**src/rtl/loadq_sched_pkg.sv**
```systemverilog
// ----------------------------------------------------------------------------
// loadq_sched_pkg
// Shared load-queue definitions for the default 8-entry configuration.
//   LDQ_NUM_ENTRIES : number of load queue entries (power of two, >= 2)
//   LDQ_ID_W        : entry index width
//   t_ldq_id        : entry index
//   t_ldq_ptr       : circular pointer, wrap bit above the entry index
// ----------------------------------------------------------------------------
package loadq_sched_pkg;

    localparam int LDQ_NUM_ENTRIES = 8;
    localparam int LDQ_ID_W        = $clog2(LDQ_NUM_ENTRIES);

    typedef logic [LDQ_ID_W-1:0] t_ldq_id;

    typedef struct packed {
        logic    wrap;
        t_ldq_id idx;
    } t_ldq_ptr;

endpackage

```
**src/rtl/loadq_sched_if.sv**
```systemverilog
// ----------------------------------------------------------------------------
// loadq_sched_if
// Alloc-stage and mem-pipe handshake bundle of the load queue scheduler.
//   alloc_req_rs0      : alloc stage asks for one entry
//   alloc_gnt_rs0      : request accepted this cycle
//   alloc_id_rs0       : allocated entry index (valid with alloc_gnt_rs0)
//   pipe_stall_mm0     : mem pipe cannot take a load this cycle
//   pipe_gnt_valid_mm0 : a load was granted the pipe
//   pipe_gnt_id_mm0    : granted entry index
// master = alloc stage / mem pipe side, slave = scheduler.
// ----------------------------------------------------------------------------
interface loadq_sched_if #(
    parameter int LDQ_ID_W = loadq_sched_pkg::LDQ_ID_W
);
    import loadq_sched_pkg::*;

    logic                alloc_req_rs0;
    logic                alloc_gnt_rs0;
    logic [LDQ_ID_W-1:0] alloc_id_rs0;
    logic                pipe_stall_mm0;
    logic                pipe_gnt_valid_mm0;
    logic [LDQ_ID_W-1:0] pipe_gnt_id_mm0;

    modport master (
        output alloc_req_rs0,
        output pipe_stall_mm0,
        input  alloc_gnt_rs0,
        input  alloc_id_rs0,
        input  pipe_gnt_valid_mm0,
        input  pipe_gnt_id_mm0
    );

    modport slave (
        input  alloc_req_rs0,
        input  pipe_stall_mm0,
        output alloc_gnt_rs0,
        output alloc_id_rs0,
        output pipe_gnt_valid_mm0,
        output pipe_gnt_id_mm0
    );

endinterface

```
**src/rtl/loadq_sched_oldest_first_pick.sv**
```systemverilog
// ----------------------------------------------------------------------------
// oldest_first_pick
// Picks the first set request at or after base_i, walking upward with
// wrap-around. With base_i = queue head this is the oldest requester.
//   req_i  : request vector
//   base_i : index treated as the oldest position
//   gnt_o  : one-hot grant (zero when no request)
//   idx_o  : granted index (zero when no request)
//   vld_o  : any request present
// ----------------------------------------------------------------------------
module oldest_first_pick #(
    parameter int N  = 8,
    parameter int IW = $clog2(N)
) (
    input  logic [N-1:0]  req_i,
    input  logic [IW-1:0] base_i,
    output logic [N-1:0]  gnt_o,
    output logic [IW-1:0] idx_o,
    output logic          vld_o
);
    import loadq_sched_pkg::*;

    logic [2*N-1:0] dbl;
    logic [N-1:0]   rot;
    logic [IW-1:0]  off;

    always_comb begin
        // Rotating right by base puts the oldest slot at bit 0.
        dbl   = {req_i, req_i} >> base_i;
        rot   = dbl[N-1:0];
        vld_o = |rot;
        off   = '0;
        // Descending scan: the last hit is the lowest set bit.
        for (int k = N - 1; k >= 0; k--) begin
            if (rot[k]) off = IW'(k);
        end
        // N is a power of two, so the IW-bit add wraps back modulo N.
        idx_o = vld_o ? IW'(off + base_i) : '0;
        gnt_o = vld_o ? ({{(N-1){1'b0}}, 1'b1} << idx_o) : '0;
    end

endmodule

```
**src/rtl/loadq_sched.sv**
```systemverilog
// ----------------------------------------------------------------------------
// loadq_sched
// Load queue controller: owns the circular head/tail pointers, allocates one
// entry per cycle at rs0, retires free entries in order from the head, and
// grants the oldest pipe requester at mm0. A nuke empties the queue by
// pulling tail back to head.
//   clk, reset_n     : clock, asynchronous active-low reset
//   bus (slave)      : alloc and mem-pipe handshake
//   e_alloc_rs0      : one-hot alloc strobe to entries
//   ldq_full         : no free entry
//   ldq_count        : occupied entries
//   e_valid          : per-entry busy
//   e_pipe_req_mm0   : per-entry pipe request
//   e_pipe_gnt_mm0   : one-hot pipe grant to entries
//   nuke_valid_rb1   : pipeline nuke
// Optional build macro LDQ_SCHED_PERF_EN adds saturating counters
//   perf_full_cycles, perf_pipe_gnts, perf_stall_req_cycles (32 bit each).
// ----------------------------------------------------------------------------
module loadq_sched #(
    parameter int LDQ_NUM_ENTRIES = loadq_sched_pkg::LDQ_NUM_ENTRIES,
    parameter int LDQ_ID_W        = $clog2(LDQ_NUM_ENTRIES)
) (
    input  logic                       clk,
    input  logic                       reset_n,
    loadq_sched_if.slave               bus,
    output logic [LDQ_NUM_ENTRIES-1:0] e_alloc_rs0,
    output logic                       ldq_full,
    output logic [LDQ_ID_W:0]          ldq_count,
    input  logic [LDQ_NUM_ENTRIES-1:0] e_valid,
    input  logic [LDQ_NUM_ENTRIES-1:0] e_pipe_req_mm0,
    output logic [LDQ_NUM_ENTRIES-1:0] e_pipe_gnt_mm0,
    input  logic                       nuke_valid_rb1
`ifdef LDQ_SCHED_PERF_EN
    ,
    output logic [31:0]                perf_full_cycles,
    output logic [31:0]                perf_pipe_gnts,
    output logic [31:0]                perf_stall_req_cycles
`endif
);
    import loadq_sched_pkg::*;

    typedef struct packed {
        logic                wrap;
        logic [LDQ_ID_W-1:0] idx;
    } t_ptr;

    localparam logic [LDQ_ID_W:0] PTR_ONE = (LDQ_ID_W+1)'(1);

    function automatic t_ptr ptr_inc(input t_ptr p);
        return t_ptr'(p + PTR_ONE);
    endfunction

    t_ptr                       head_q, head_d, tail_q, tail_d;
    logic                       empty, full, alloc_gnt, dealloc, gnt_en;
    logic [LDQ_ID_W:0]          count;
    logic [LDQ_ID_W-1:0]        off;
    logic [LDQ_NUM_ENTRIES-1:0] occ, req_m, pick_gnt;
    logic [LDQ_ID_W-1:0]        pick_idx;
    logic                       pick_vld;

    assign empty   = (head_q == tail_q);
    assign full    = (head_q.idx == tail_q.idx) && (head_q.wrap != tail_q.wrap);
    assign count   = tail_q - head_q;
    assign dealloc = ~empty & ~e_valid[head_q.idx];

    // ---- rs0: allocation from tail ----
    assign alloc_gnt         = bus.alloc_req_rs0 & ~full & ~nuke_valid_rb1;
    assign bus.alloc_gnt_rs0 = alloc_gnt;
    assign bus.alloc_id_rs0  = tail_q.idx;
    assign e_alloc_rs0       = alloc_gnt ? ({{(LDQ_NUM_ENTRIES-1){1'b0}}, 1'b1} << tail_q.idx) : '0;
    assign ldq_full          = full;
    assign ldq_count         = count;

    // Occupied slots are those whose distance from head is below count.
    always_comb begin
        occ = '0;
        off = '0;
        for (int i = 0; i < LDQ_NUM_ENTRIES; i++) begin
            off    = LDQ_ID_W'(i) - head_q.idx;
            occ[i] = ({1'b0, off} < count);
        end
    end

    // ---- mm0: oldest-first pipe arbitration ----
    assign req_m = e_pipe_req_mm0 & occ;

    oldest_first_pick #(
        .N  (LDQ_NUM_ENTRIES),
        .IW (LDQ_ID_W)
    ) u_pick (
        .req_i  (req_m),
        .base_i (head_q.idx),
        .gnt_o  (pick_gnt),
        .idx_o  (pick_idx),
        .vld_o  (pick_vld)
    );

    assign gnt_en                 = pick_vld & ~bus.pipe_stall_mm0 & ~nuke_valid_rb1;
    assign e_pipe_gnt_mm0         = gnt_en ? pick_gnt : '0;
    assign bus.pipe_gnt_valid_mm0 = gnt_en;
    assign bus.pipe_gnt_id_mm0    = gnt_en ? pick_idx : '0;

    // ---- pointer update ----
    always_comb begin
        head_d = head_q;
        tail_d = tail_q;
        if (nuke_valid_rb1) begin
            // Every entry drops to idle, so the queue collapses onto head.
            tail_d = head_q;
        end else begin
            if (alloc_gnt) tail_d = ptr_inc(tail_q);
            if (dealloc)   head_d = ptr_inc(head_q);
        end
    end

    always_ff @(posedge clk or negedge reset_n) begin
        if (!reset_n) begin
            head_q <= '0;
            tail_q <= '0;
        end else begin
            head_q <= head_d;
            tail_q <= tail_d;
        end
    end

`ifdef LDQ_SCHED_PERF_EN
    function automatic logic [31:0] sat_inc(input logic [31:0] v, input logic en);
        return (en && (v != '1)) ? v + 32'd1 : v;
    endfunction

    logic [31:0] perf_full_q, perf_gnt_q, perf_stall_q;

    always_ff @(posedge clk or negedge reset_n) begin
        if (!reset_n) begin
            perf_full_q  <= '0;
            perf_gnt_q   <= '0;
            perf_stall_q <= '0;
        end else begin
            perf_full_q  <= sat_inc(perf_full_q, full);
            perf_gnt_q   <= sat_inc(perf_gnt_q, gnt_en);
            perf_stall_q <= sat_inc(perf_stall_q, bus.pipe_stall_mm0 & (|e_pipe_req_mm0));
        end
    end

    assign perf_full_cycles      = perf_full_q;
    assign perf_pipe_gnts        = perf_gnt_q;
    assign perf_stall_req_cycles = perf_stall_q;
`endif

    a_alloc_free: assert property (@(posedge clk) disable iff (!reset_n)
        (e_alloc_rs0 & e_valid) == '0);
    a_gnt_onehot: assert property (@(posedge clk) disable iff (!reset_n)
        $onehot0(e_pipe_gnt_mm0));
    a_gnt_req: assert property (@(posedge clk) disable iff (!reset_n)
        (e_pipe_gnt_mm0 & ~e_pipe_req_mm0) == '0);
    a_req_in_range: assert property (@(posedge clk) disable iff (!reset_n)
        (e_pipe_req_mm0 & ~occ) == '0);
    a_count_max: assert property (@(posedge clk) disable iff (!reset_n)
        ldq_count <= (LDQ_ID_W+1)'(LDQ_NUM_ENTRIES));

endmodule

```
**src/flat_wrapper.sv**
```systemverilog
// flat-port wrapper written by rule: the top's interface ports become plain ports
module loadq_sched_flat import loadq_sched_pkg::*;
#(
    parameter int LDQ_NUM_ENTRIES = loadq_sched_pkg::LDQ_NUM_ENTRIES,
    parameter int LDQ_ID_W        = $clog2(LDQ_NUM_ENTRIES)
)
  (clk, reset_n, e_alloc_rs0, ldq_full, ldq_count, e_valid, e_pipe_req_mm0, e_pipe_gnt_mm0, nuke_valid_rb1, bus_alloc_req_rs0, bus_pipe_stall_mm0, bus_alloc_gnt_rs0, bus_alloc_id_rs0, bus_pipe_gnt_valid_mm0, bus_pipe_gnt_id_mm0);
  loadq_sched_if #(.LDQ_ID_W(LDQ_ID_W)) bus_i ();
  input  logic clk;
  input  logic reset_n;
  output logic [LDQ_NUM_ENTRIES-1:0] e_alloc_rs0;
  output logic ldq_full;
  output logic [LDQ_ID_W:0] ldq_count;
  input  logic [LDQ_NUM_ENTRIES-1:0] e_valid;
  input  logic [LDQ_NUM_ENTRIES-1:0] e_pipe_req_mm0;
  output logic [LDQ_NUM_ENTRIES-1:0] e_pipe_gnt_mm0;
  input  logic nuke_valid_rb1;
  input wire logic [$bits(bus_i.alloc_req_rs0)-1:0] bus_alloc_req_rs0;
  input wire logic [$bits(bus_i.pipe_stall_mm0)-1:0] bus_pipe_stall_mm0;
  output wire logic [$bits(bus_i.alloc_gnt_rs0)-1:0] bus_alloc_gnt_rs0;
  output wire logic [$bits(bus_i.alloc_id_rs0)-1:0] bus_alloc_id_rs0;
  output wire logic [$bits(bus_i.pipe_gnt_valid_mm0)-1:0] bus_pipe_gnt_valid_mm0;
  output wire logic [$bits(bus_i.pipe_gnt_id_mm0)-1:0] bus_pipe_gnt_id_mm0;
  assign bus_i.alloc_req_rs0 = bus_alloc_req_rs0;
  assign bus_i.pipe_stall_mm0 = bus_pipe_stall_mm0;
  assign bus_alloc_gnt_rs0 = bus_i.alloc_gnt_rs0;
  assign bus_alloc_id_rs0 = bus_i.alloc_id_rs0;
  assign bus_pipe_gnt_valid_mm0 = bus_i.pipe_gnt_valid_mm0;
  assign bus_pipe_gnt_id_mm0 = bus_i.pipe_gnt_id_mm0;
  loadq_sched #(.LDQ_NUM_ENTRIES(LDQ_NUM_ENTRIES), .LDQ_ID_W(LDQ_ID_W)) u_core (.clk(clk), .reset_n(reset_n), .bus(bus_i), .e_alloc_rs0(e_alloc_rs0), .ldq_full(ldq_full), .ldq_count(ldq_count), .e_valid(e_valid), .e_pipe_req_mm0(e_pipe_req_mm0), .e_pipe_gnt_mm0(e_pipe_gnt_mm0), .nuke_valid_rb1(nuke_valid_rb1));
endmodule
```
**config.mk**
```make
export PLATFORM = sky130hd
export DESIGN_NAME = loadq_sched_flat
export DESIGN_NICKNAME = d
export VERILOG_FILES = /design/src/rtl/loadq_sched_pkg.sv /design/src/rtl/loadq_sched_if.sv /design/src/rtl/loadq_sched_oldest_first_pick.sv /design/src/rtl/loadq_sched.sv /design/src/flat_wrapper.sv
export SDC_FILE = /design/constraint.sdc
export NUM_CORES = 1
export LEC_CHECK = 0
export CORE_MARGIN = 8
export CORE_UTILIZATION = 55
export CTS_CLUSTER_SIZE = 30
export DETAILED_ROUTE_END_ITERATION = 8
export DONT_BUFFER_PORTS = 1
export PLACE_DENSITY = 0.8
export RECOVER_POWER = 25
export SYNTH_ARGS = -nofsm -noshare
export SYNTH_HDL_FRONTEND = slang
export SYNTH_SLANG_ARGS = --single-unit
```
**constraint.sdc**
```tcl
create_clock -name clk -period 8.53 [get_ports clk]
set_clock_uncertainty 0.15 [all_clocks]
set_input_delay 0.853 -clock clk [delete_from_list [all_inputs] [get_ports clk]]
set_output_delay 0.853 -clock clk [all_outputs]
set_load 0.1 [all_outputs]
```
After elaboration in Yosys (flattened, before gate mapping) --
Cells that the tools add are included.
Operators by class: add/subtract/negate cells 12, $lt $le $gt $ge 9, eq/ne operators 3, shift-type cells 3, multiplexer cells 17, bitwise operators 11, reductions and logical operators 4
Operators by type and width (number):
- $lt 3x4->1 | 8
- $mux 3 | 10
- $mux 8 | 3
- $shl 1x3->8 const A | 2
- $shr 16x3->8 | 1
- $sub 3x3->3 const A | 4
- $add 4x1->4 const B | 2
- $and 8x8->8 | 1
- $mux 4 | 2
- $reduce_or 8->1 | 1
- $sub 1x3->3 const A | 2
- $sub 2x3->3 const A | 2
- $and 1x1->1 | 5
- $not 1->1 | 5
- $eq 4x4->1 | 1
- $lt 3x4->1 const B | 1
- $sub 4x4->4 | 1
- $add 3x3->3 | 1
- $bmux 1 s3 | 1
- $eq 3x3->1 | 1
- $reduce_and 2->1 | 1
- $reduce_bool 2->1 | 1
- $logic_and 1x1->1 | 1
- $mux 1 | 1
- $ne 1x1->1 | 1
Word-level totals: flip-flop bits (word level) 8, input port bits 21, word-level logic and storage cells 63

Longest topological paths before layout --
Gate-level depths: netlist (run 1).
depth after elaboration 17, gate-level depth with buffers 20, mapped depth without buffers 20

Hierarchy --
From an unflattened synthesis (run 1), not the netlist that was laid out.
Second synthesis, totals: cells, all modules 224, area total of the unflattened synthesis 1895.6 um^2
By module, submodules not included:
- loadq_sched | instances 1, cells an instance 135, area an instance 1182.4 um^2
- oldest_first_pick | instances 1, cells an instance 89, area an instance 713.2 um^2

Least setup slack after synthesis (run 1) --
Ideal clock, no wire load.
kind register to output, from register u_core.head_q[1] (netlist bit), to output e_pipe_gnt_mm0[4], arrival 8.019 ns, slack -0.492 ns, cell stages (with the launch flop) 21, cells stage by stage dfrtp_1 > clkbuf_1 > inv_1 > clkbuf_1 > fa_1 > inv_1 > ha_1 > o21ba_2 > maj3_1 > a21oi_1 > o31a_1 > mux2i_1 > a31oi_1 > a31oi_1 > o21ai_1 > ha_1 > inv_1 > fa_1 > a221oi_2 > a2bb2oi_4 > nor4_1
Between the ends: cells in the longest elaborated chain, start to end 17, elaborated cells between the ends (all ways) 35, classes of those cells add/sub: 10; order compare: 8; shift: 2; mux: 11; bitwise: 3; reduce/logical: 1
RTL lines:
- start: declaration | RTL line loadq_sched.sv:53 | t_ptr head_q, head_d, tail_q, tail_d;
- start signal: assignment | RTL line loadq_sched.sv:118 | head_q <= '0;
- start signal: assignment | RTL line loadq_sched.sv:121 | head_q <= head_d;
- $sub 4x4->4 (*) | RTL line loadq_sched.sv:63 | assign count = tail_q - head_q;
- net ldq_count[1] | RTL line flat_wrapper.sv:13 | output logic [LDQ_ID_W:0] ldq_count;
- $lt 3x4->1 | RTL line loadq_sched.sv:80 | occ[i] = ({1'b0, off} < count);
- $and 8x8->8 (*) | RTL line loadq_sched.sv:85 | assign req_m = e_pipe_req_mm0 & occ;
- $shr 16x3->8 (*) | RTL line loadq_sched_oldest_first_pick.sv:29 | dbl = {req_i, req_i} >> base_i;
- $mux 3 (8 in series) | RTL line loadq_sched_oldest_first_pick.sv:35 | if (rot[k]) off = IW'(k);
- $add 3x3->3 | RTL line loadq_sched_oldest_first_pick.sv:38 | idx_o = vld_o ? IW'(off + base_i) : '0;
- $mux 3 | RTL line loadq_sched_oldest_first_pick.sv:38
- $shl 1x3->8 | RTL line loadq_sched_oldest_first_pick.sv:39 | gnt_o = vld_o ? ({{(N-1){1'b0}}, 1'b1} << idx_o) : '0;
- $mux 8 | RTL line loadq_sched_oldest_first_pick.sv:39
- $mux 8 (*) | RTL line loadq_sched.sv:99 | assign e_pipe_gnt_mm0 = gnt_en ? pick_gnt : '0;
- end: declaration | RTL line flat_wrapper.sv:16 | output logic [LDQ_NUM_ENTRIES-1:0] e_pipe_gnt_mm0;
The timed path passes the listed nets; every way through them passes the cells marked *.

Worst setup path after layout (run 1) --
from register u_core.tail_q (netlist bit u_core.bus.alloc_id_rs0[0]), to output e_pipe_gnt_mm0[7]
Between the ends: cells in the longest elaborated chain, start to end 17, elaborated cells between the ends (all ways) 27, classes of those cells add/sub: 2; order compare: 8; shift: 2; mux: 11; bitwise: 3; reduce/logical: 1
RTL lines:
- start: declaration | RTL line loadq_sched.sv:53
- start signal: assignment | RTL line loadq_sched.sv:122 | tail_q <= tail_d;
- $sub 4x4->4 (*) | RTL line loadq_sched.sv:63
- $lt 3x4->1 | RTL line loadq_sched.sv:80
- $and 8x8->8 (*) | RTL line loadq_sched.sv:85
- $shr 16x3->8 (*) | RTL line loadq_sched_oldest_first_pick.sv:29
- $mux 3 (8 in series) | RTL line loadq_sched_oldest_first_pick.sv:35
- $add 3x3->3 | RTL line loadq_sched_oldest_first_pick.sv:38
- $mux 3 | RTL line loadq_sched_oldest_first_pick.sv:38
- $shl 1x3->8 | RTL line loadq_sched_oldest_first_pick.sv:39
- $mux 8 | RTL line loadq_sched_oldest_first_pick.sv:39
- $mux 8 (*) | RTL line loadq_sched.sv:99
Every way passes the cells marked *; elsewhere a longest branch is shown, timed or not.

==> metrics.csv, run 1 <==
stage;metric;value;unit
clock_tree;cts_setup_buffers;0;
worst_setup_path;worst_path_max_delay_cell;clkbuf_1;
flow_run;max-cap-violations;0;
layout;area_growth;10.4;%
worst_setup_path;path_class;reg2out;
layout;fin_area;2210;µm²
clock_tree;clockBufferDepth;2;
layout;instances_no_fill;305;
yosys;yosys.area.top_type;ha_1;
worst_setup_path;cp_common_cell;inv_1;
yosys;synth-seq-cells;8;
timing;slew-limit-headroom;6.49;%
worst_setup_path;worstSetupEndpointType;primary output;
worst_setup_path;cp.depth;21;
clock_tree;clk_pin_slew;0.06;ns
clock_tree;cts.repair.resized;0;
worst_setup_path;path_cells;clkbuf_1, inv_1, ha_1, inv_1, fa_1, buf_4, inv_1, ha_1, o21ba_2, a21boi_0, o211ai_1, or3_1, nor3_1, a311oi_1, a31oi_1, nor3_1, fa_1, a221oi_2, a2bb2oi_4, nor4_2, clkbuf_16;
clock_tree;cts_tree;built;
clock_tree;cts_made_buffers;3;
global_routing;grt_max_degree;24;
die;die_h;76.4;µm
drt;dr.pass1.iters;4;
worst_setup_path;required;7.53;ns
place;dp_cells;302;
place;place_congestion;0.891;
global_routing;grt_pass1_vias;1877;
yosys;avgSynthCellArea;7.86;µm²
clock_tree;clock_latency;0.27;ns
die;coreArea;3580;µm²
global_routing;overflow;0;
yosys;yosysMostFrequentCell;ha_1;
yosys;syn_inst;255;
yosys;yosys-top-cells-area;ha_1 (12%), dfrtp_1 (10%), nor4_1 (3.4%);
hold_path;hold_class;in2async;
yosys;yosysSeqAreaShare;9.99;%
yosys;synth_top_area_share;12.5;%
layout;drive_gt1_share;17.9;%
yosys;syn_area;2000;µm²
worst_setup_path;slowest_delay;1.02;ns
layout;diodes;0;
yosys;ys_top_cells_by_count;ha_1 (20), inv_1 (17), nand2_1 (16), nor2_1 (13), nor4_1 (11);
place;port_buffers;0;
die;ios;50;
layout;fin_nets;302;
outcome;status;finished clean;
timing;max_slew.worst_pin.slew;1.40;ns
drt;post_drt_wl_per_cell;18.1;µm
drt;vias;2001;
worst_setup_path;crit_fanout;9;
timing;setup_viol;0;
drt;drc;0;
timing;rsz0062_at_grt;no;
yosys;synthFlopType;dfrtp_1;
global_routing;grt_use_total;18.1;%
yosys;syn-num-nets;298;
worst_setup_path;critPathArrivalTime;6.74;ns
place;place_area;2190;µm²
worst_setup_path;path_buf_inv;6;
yosys;synth_cell_type_count;60;
clock_tree;clock_sinks;8;
global_routing;antenna_found_initial;0;
worst_setup_path;critPathLaunchType;register;
timing;slew_violations;0;
clock_tree;htreeDepth;1;
die;die_x;76.4;µm
die;start_util;56.0;%
timing;period_minus_slack;7.74;ns
drt;wl;5.52;mm
timing;min_period_over_period;90.8;%
timing;hold_viol_final;0;
worst_setup_path;reg2regPathDepth;8;
drt;first_iter_violations;233;
global_routing;grt_pass1_wl;9.11;mm
place;dp_hpwl;4.34;mm
drt;ant_nets;0;
yosys;yosysWarnings;0;
yosys;synthArstFlopShare;100;%
worst_setup_path;cp_top_family;buffers and inverters;
die;row_count;22;
drt;via_per_inst;6.56;
clock_tree;ctsHoldBuffers;0;
clock_tree;root_buffer;clkbuf_4;
timing;holdWs;0.121;ns
die;dieArea;5830;µm²
yosys;synth_edf_count;0;
timing;fmax;129;MHz
[worst reg2reg max path: stages, from the launching register on]
cell      delay, ns
dfrtp_1        0.33
clkbuf_1       1.02
inv_1          0.38
ha_1           0.44
nand3_1        0.15
o21ai_1        0.49
nor4_1         0.14
xor2_1         0.17
mux2_2         0.27
[logic make-up (layout without fill, tap and decap cells)]
| logic type | count (synthesis) | in the layout | synth area share (%) |
|---|---|---|---|
| simple gates | 91 | 91 | 25.1 |
| compound gates | 77 | 77 | 29.2 |
| buf+inv | 37 | 39 | 8.61 |
| fa+ha+maj | 23 | 23 | 15.0 |
| xor+xnor | 10 | 10 | 5.68 |
| mux | 9 | 9 | 6.49 |
| flops | 8 | 8 | 9.99 |
[worst paths after layout]
check / startpoint / end / slack, ns
min: reset_n / u_core.bus.alloc_id_rs0[0]$_DFFE_PN0P_ / 0.12
max reg2reg: u_core.bus.alloc_id_rs0[0]$_DFFE_PN0P_ / u_core.tail_q[3]$_DFFE_PN0P_ / 4.85
min in group clk: u_core.head_q[3]$_DFFE_PN0P_ / u_core.head_q[3]$_DFFE_PN0P_ / 0.45
max in group asynchronous: reset_n / u_core.head_q[2]$_DFFE_PN0P_ / 8.03
max: u_core.bus.alloc_id_rs0[0]$_DFFE_PN0P_ / e_pipe_gnt_mm0[7] / 0.79
min reg2reg: u_core.head_q[3]$_DFFE_PN0P_ / u_core.head_q[3]$_DFFE_PN0P_ / 0.45
[flip-flops by register name, summed over array words and instances, names as in the netlist]
name / cells
u_core.bus.alloc_id_rs0: 3
u_core.head_q: 4
u_core.tail_q: 1
[per-layer routing]
metal	global-route usage [%]	wire [µm]	vias up	part of all wire [%]
met1	22.7	2340	937	42
met3	3.07	409	10	7.4
met5	0	0	-	0
met4	5.96	109	0	2.0
met2	30.2	2670	86	48
li1	-	-	968	-
[metrics by stage]
stage	setup WS, ns	setup TNS, ns	util, %
2_1_floorplan	-0.492	-1.97	-
3_3_place_gp	1.78	0	61.3
3_5_place_dp	1.63	0	61.3
4_1_cts	1.34	0	61.9
5_1_grt	0.430	0	61.8
6_report	0.789	0	61.8
[placed cells by master, fill, tap and decap left out, types with 4 or more instances in the layout]
master,count
a211oi_1,5
a21oi_1,10
a311oi_1,4
a31oi_1,5
and2_1,9
and3_1,4
and4_1,5
buf_4,10
clkbuf_16,4
dfrtp_1,8
ha_1,20
inv_1,17
mux2i_1,4
nand2_1,16
nand3_1,6
nand4_1,6
nor2_1,8
nor2_2,5
nor2b_1,7
nor3_1,4
nor4_1,7
nor4_2,4
o211ai_1,6
o21ai_0,9
o21ai_1,5
o31ai_1,7
xnor2_1,6
[cell type report]
cell class | instances | area, µm²
clock buffers | 3 | 22.5
fillers | 329 | 1370
inverters | 21 | 81.3
multi-input cells | 210 | 1670
flip-flops and latches | 8 | 200
well taps | 48 | 60.1
repair buffers | 15 | 179
Power of run 1 is left out: the tool's default activity adds up to more than one toggle a clock period on the data nets, which glitch-free logic cannot reach.
==> inputs of run 2 (changes only) <==
--- a/config.mk
+++ b/config.mk
@@ -5,13 +5,15 @@
 export SDC_FILE = /design/constraint.sdc
 export NUM_CORES = 1
 export LEC_CHECK = 0
+export CORE_ASPECT_RATIO = 1.4
 export CORE_MARGIN = 8
-export CORE_UTILIZATION = 55
+export CORE_UTILIZATION = 61
 export CTS_CLUSTER_SIZE = 30
 export DETAILED_ROUTE_END_ITERATION = 8
 export DONT_BUFFER_PORTS = 1
-export PLACE_DENSITY = 0.8
+export PLACE_DENSITY = 0.87
 export RECOVER_POWER = 25
+export SKIP_LAST_GASP = 1
 export SYNTH_ARGS = -nofsm -noshare
 export SYNTH_HDL_FRONTEND = slang
 export SYNTH_SLANG_ARGS = --single-unit
==> metrics.csv, run 2 (synthesized netlist as in run 1, its figures left out) <==
stage;metric;value;unit;change
outcome;status;complete, but fails checks;;
outcome;violations;max-capacitance violations, max-slew violations;;
layout;final_common_cell;ha_1;;
layout;largest_reg_flops;4;;unchanged
worst_setup_path;worst_path_max_delay_cell;dfrtp_1;;
drt;drc;0;;unchanged
clock_tree;clock_sinks;8;;unchanged
drt;vias;2067;;+3.3%
drt;ant_nets;0;;unchanged
place;port_buffers;0;;unchanged
worst_setup_path;path_class;reg2out;;
clock_tree;cts_made_buffers;3;;unchanged
timing;period_minus_slack;7.13;ns;-0.607 ns
die;start_util;64.2;%;+8.2 points
clock_tree;ctsHoldBuffers;0;;unchanged
clock_tree;clockBufferDepth;2;;unchanged
worst_setup_path;required;7.53;ns;about the same
layout;fin_area;2220;µm²;+0.51%
place;dp_cells;294;;-2.6%
layout;fillerInstances;240;;-27%
place;place_area;2190;µm²;-0.17%
global_routing;overflow;0;;unchanged
clock_tree;htreeDepth;1;;unchanged
worst_setup_path;cp_common_cell;inv_1;;
worst_setup_path;path_buf_inv;6;;unchanged
clock_tree;root_buffer;clkbuf_8;;
timing;min_period_over_period;83.6;%;-7.1 points
timing;slew_violations;16;;+16
die;coreArea;3120;µm²;-13%
drt;first_iter_violations;97;;-58%
die;row_count;24;;+9.1%
layout;instances_no_fill;297;;-2.6%
layout;layout_common_cells;ha_1 (20), inv_1 (17), nand2_1 (16);;
hold_path;hold_class;in2async;;
timing;slew-limit-headroom;-1.64;%;-8.1 points
timing;hold_viol_final;0;;unchanged
clock_tree;cts_setup_buffers;0;;unchanged
layout;drive_gt1_share;17.8;%;-0.069 points
timing;rsz0062_at_grt;no;;
worst_setup_path;slowest_delay;0.74;ns;-0.28 ns
timing;max_slew.worst_pin.slew;1.52;ns;+0.122 ns
worst_setup_path;crit_fanout;20;;+11
drt;via_per_inst;6.96;;+6.1%
die;die_h;83.8;µm;+9.8%
drt;post_drt_wl_per_cell;19.1;µm;+5.2%
global_routing;grt_use_total;20.8;%;+2.7 points
die;dieArea;5400;µm²;-7.4%
flow_run;max-cap-violations;2;;+2
layout;regMostFlops;u_core.head_q;;
global_routing;antenna_found_initial;0;;unchanged
drt;wl;5.66;mm;+2.5%
place;dp_hpwl;4.45;mm;+2.7%
timing;setup_viol;0;;unchanged
worst_setup_path;path_cells;inv_1, fa_1, buf_4, inv_1, ha_1, nor2b_1, o31ai_1, a311oi_2, o211ai_1, a21boi_0, nor4_1, a31oi_1, o21ai_1, ha_1, inv_1, fa_1, inv_1, nor4_2, clkbuf_16;;
clock_tree;clock_latency;0.23;ns;-0.04 ns
die;ios;50;;unchanged
clock_tree;cts.repair.resized;0;;unchanged
layout;fin_nets;303;;+0.33%
layout;area_growth;10.9;%;
global_routing;grt_pass1_vias;1992;;+6.1%
place;place_congestion;0.922;;+3.5%
global_routing;grt_max_degree;24;;unchanged
worst_setup_path;critPathArrivalTime;6.13;ns;-0.61 ns
layout;diodes;0;;unchanged
drt;dr.pass1.iters;4;;unchanged
timing;fmax;140;MHz;+8.5%
worst_setup_path;cp_top_family;adder cells;;
worst_setup_path;worstSetupEndpointType;primary output;;
timing;holdWs;0.171;ns;+0.0500 ns
clock_tree;cts_tree;built;;
clock_tree;clk_pin_slew;0.04;ns;-0.02 ns
die;die_x;64.4;µm;-16%
worst_setup_path;critPathLaunchType;register;;
global_routing;grt_pass1_wl;9.56;mm;+5.0%
run 2: changes by cell type in the layout (fill, tap and decap cells not counted), sizes merged:
cell	change
clkbuf	+1
run 2: routing by layer:
layer,part of all wire [%],vias to the layer above,track usage (%),wire length (µm)
li1,-,978,-,-
met1,39,964,23.7,2180
met2,51,111,37.6,2890
met3,8.6,14,4.97,488
met4,1.9,0,3.78,105
met5,0,-,0,0
run 2: through the flow:
step                setup slack (ns)  util, %  setup TNS, ns
global placement                1.85     70.1              0
global route                   0.942     71.2              0
detailed placement              1.68     70.1              0
finish                          1.40     71.2              0
CTS                             1.45     71.4              0
floorplan                     -0.492        -          -1.97
run 2: cell type report:
type	instances	area, µm²	share of cell area (%)
Multi-Input combinational cell	210	1670	75.1
Clock buffer	3	41.3	1.86
Tap cell	39	48.8	2.19
Sequential cell	8	200	9.00
Inverter	21	81.3	3.66
Timing Repair Buffer	16	183	8.22
run 2: worst paths after layout:
check	start	endpoint	slack (ns)	depth (start not counted)
setup reg to reg	u_core.bus.alloc_id_rs0[2]$_DFFE_PN0P_	u_core.tail_q[3]$_DFFE_PN0P_	5.05	7
max in group asynchronous	reset_n	u_core.head_q[1]$_DFFE_PN0P_	7.99	0
min in group clk	u_core.head_q[3]$_DFFE_PN0P_	u_core.head_q[3]$_DFFE_PN0P_	0.47	1
hold reg to reg	u_core.head_q[3]$_DFFE_PN0P_	u_core.head_q[3]$_DFFE_PN0P_	0.47	1
hold / removal	reset_n	u_core.tail_q[3]$_DFFE_PN0P_	0.17	0
setup / recovery	u_core.head_q[1]$_DFFE_PN0P_	e_pipe_gnt_mm0[4]	1.40	19
Power of run 2 is left out for the same reason.
==> inputs of run 3 (changes only) <==
==> constraint.sdc (replaced) <==
create_clock -name clk -period 7 [get_ports clk]
set_clock_uncertainty 0.15 [all_clocks]
set_input_delay 0.7 -clock clk [delete_from_list [all_inputs] [get_ports clk]]
set_output_delay 0.7 -clock clk [all_outputs]
set_load 0.1 [all_outputs]
==> metrics.csv, run 3 (synthesized netlist as in run 1, its figures left out) <==
stage;metric;value;unit;change
drt;dr.pass1.iters;6;;+2
worst_setup_path;crit_fanout;19;;-5.0%
worst_setup_path;path_class;reg2out;;
clock_tree;clock_latency;0.23;ns;about the same
clock_tree;clockBufferDepth;2;;unchanged
die;die_h;83.8;µm;unchanged
timing;setup_viol;0;;unchanged
die;ios;50;;unchanged
flow_run;max-cap-violations;0;;-2
timing;slew-limit-headroom;10.1;%;+12 points
layout;fin_nets;306;;+0.99%
clock_tree;cts_setup_buffers;0;;unchanged
clock_tree;clk_pin_slew;0.04;ns;about the same
die;row_count;24;;unchanged
layout;layout_common_cells;ha_1 (20), inv_1 (17), nand2_1 (16);;
drt;ant_nets;0;;unchanged
die;die_x;64.4;µm;unchanged
worst_setup_path;r2r_start;u_core.head_q[2]$_DFFE_PN0P_;;
place;dp_hpwl;4.80;mm;+7.8%
clock_tree;root_buffer;clkbuf_8;;
global_routing;grt-busiest-layer;met2;;
layout;instances_no_fill;300;;+1.0%
drt;first_iter_violations;120;;+24%
layout;regMostFlops;u_core.head_q;;
drt;wl;6.17;mm;+9.0%
global_routing;grt_pass1_vias;2084;;+4.6%
worst_setup_path;critPathLaunchType;register;;
worst_setup_path;critPathArrivalTime;5.52;ns;-0.61 ns
drt;via_per_inst;7.14;;+2.6%
global_routing;use_met3;2.69;%;-2.3 points
timing;fmax;157;MHz;
outcome;status;finished clean;;
die;coreArea;3120;µm²;unchanged
global_routing;grt_util_met2;43.5;%;+5.9 points
timing;worst_slack;0.625;ns;-0.771 ns
global_routing;antenna_found_initial;0;;unchanged
place;dp_cells;297;;+1.0%
layout;final_common_cell;ha_1;;
drt;vias;2142;;+3.6%
timing;tns;0;ns;unchanged
timing;min_period_over_period;91.1;%;
timing;slew_violations;0;;-16
place;port_buffers;0;;unchanged
die;start_util;64.2;%;unchanged
worst_setup_path;timing.rr.end;u_core.tail_q[3]$_DFFE_PN0P_;;
clock_tree;cts.repair.resized;0;;unchanged
place;place_congestion;0.941;;+2.0%
global_routing;grt_use_total;22.5;%;+1.7 points
layout;largest_reg_flops;4;;unchanged
timing;hold_viol_final;0;;unchanged
clock_tree;cts_made_buffers;3;;unchanged
global_routing;overflow;0;;unchanged
worst_setup_path;reg2regPathDepth;7;;unchanged
timing;period_minus_slack;6.37;ns;
layout;fillerInstances;229;;-4.6%
worst_setup_path;r2r_slack;3.86;ns;-1.19 ns
worst_setup_path;required;6.15;ns;-1.38 ns
layout;drive_gt1_share;19.5;%;+1.7 points
drt;drc;0;;unchanged
timing;rsz0062_at_grt;no;;
hold_path;hold_class;in2async;;
timing;max_slew.worst_pin.slew;1.35;ns;-0.175 ns
global_routing;grt_pass1_wl;10.2;mm;+6.8%
global_routing;grt_max_degree;24;;unchanged
drt;post_drt_wl_per_cell;20.6;µm;+7.9%
worst_setup_path;worstSetupEndpointType;primary output;;
place;preCtsSetupSlack;1.01;ns;-0.671 ns
clock_tree;cts_tree;built;;
clock_tree;htreeDepth;1;;unchanged
global_routing;met1_usage;24.0;%;+0.28 points
layout;diodes;0;;unchanged
clock_tree;ctsHoldBuffers;0;;unchanged
layout;area_growth;16.2;%;
die;dieArea;5400;µm²;unchanged
clock_tree;clock_sinks;8;;unchanged
-- run 3: changes by cell type in the layout (fill, tap and decap cells not counted), sizes merged --
| cell | before | now |
|---|---|---|
| buf | 10 | 18 |
| clkbuf | 9 | 4 |
-- run 3: per-layer routing --
layer	vias up	wire, µm
li1	981	-
met1	982	2180
met2	153	3300
met3	26	532
met4	0	157
met5	-	0
-- run 3: cell type report --
class / instances / area [µm²] / area share, %
Sequential cell: 8 / 200 / 8.59
Timing Repair Buffer: 19 / 251 / 10.8
Tap cell: 39 / 48.8 / 2.09
Clock buffer: 3 / 41.3 / 1.77
Multi-Input combinational cell: 210 / 1710 / 73.3
Inverter: 21 / 81.3 / 3.49
-- run 3: how the worst max path moves through the flow --
stage	from	end	slack (ns)	cells after the start
after CTS	u_core.head_q[1]$_DFFE_PN0P_	e_pipe_gnt_mm0[5]	0.75	18
after global routing	u_core.head_q[1]$_DFFE_PN0P_	e_pipe_gnt_mm0[5]	0.30	18
final	u_core.head_q[1]$_DFFE_PN0P_	e_pipe_gnt_mm0[5]	0.63	18
after floorplan	u_core.head_q[1]$_DFFE_PN0P_	e_pipe_gnt_mm0[5]	0.13	19
after detailed placement	u_core.head_q[1]$_DFFE_PN0P_	e_pipe_gnt_mm0[5]	1.01	18
after global placement	u_core.head_q[1]$_DFFE_PN0P_	e_pipe_gnt_mm0[5]	1.15	18
-- run 3: per-stage QoR --
| stage | hold WS, ns | util, % | cell area, µm² |
|---|---|---|---|
| 6_report | 0.0127 | 74.6 | 2330 |
| 3_5_place_dp | 0.255 | 73.4 | 2290 |
| 2_1_floorplan | 0.254 | - | 2070 |
| 3_3_place_gp | 0.255 | 73.4 | 2290 |
| 5_1_grt | 0.00748 | 74.6 | 2330 |
| 4_1_cts | 0.0151 | 74.7 | 2330 |
-- run 3: critical path: stages, from the launching register on --
cell,delay (ns)
dfrtp_1,0.79
inv_1,0.19
fa_2,0.59
inv_1,0.10
ha_1,0.29
nor2b_1,0.23
o31ai_1,0.12
a311oi_2,0.45
o211ai_1,0.12
a21boi_0,0.19
nor4_1,0.32
a31oi_1,0.08
o21ai_1,0.14
ha_1,0.15
inv_1,0.04
fa_1,0.69
inv_1,0.20
nor4_4,0.36
buf_12,0.21
Power of run 3 is left out for the same reason.
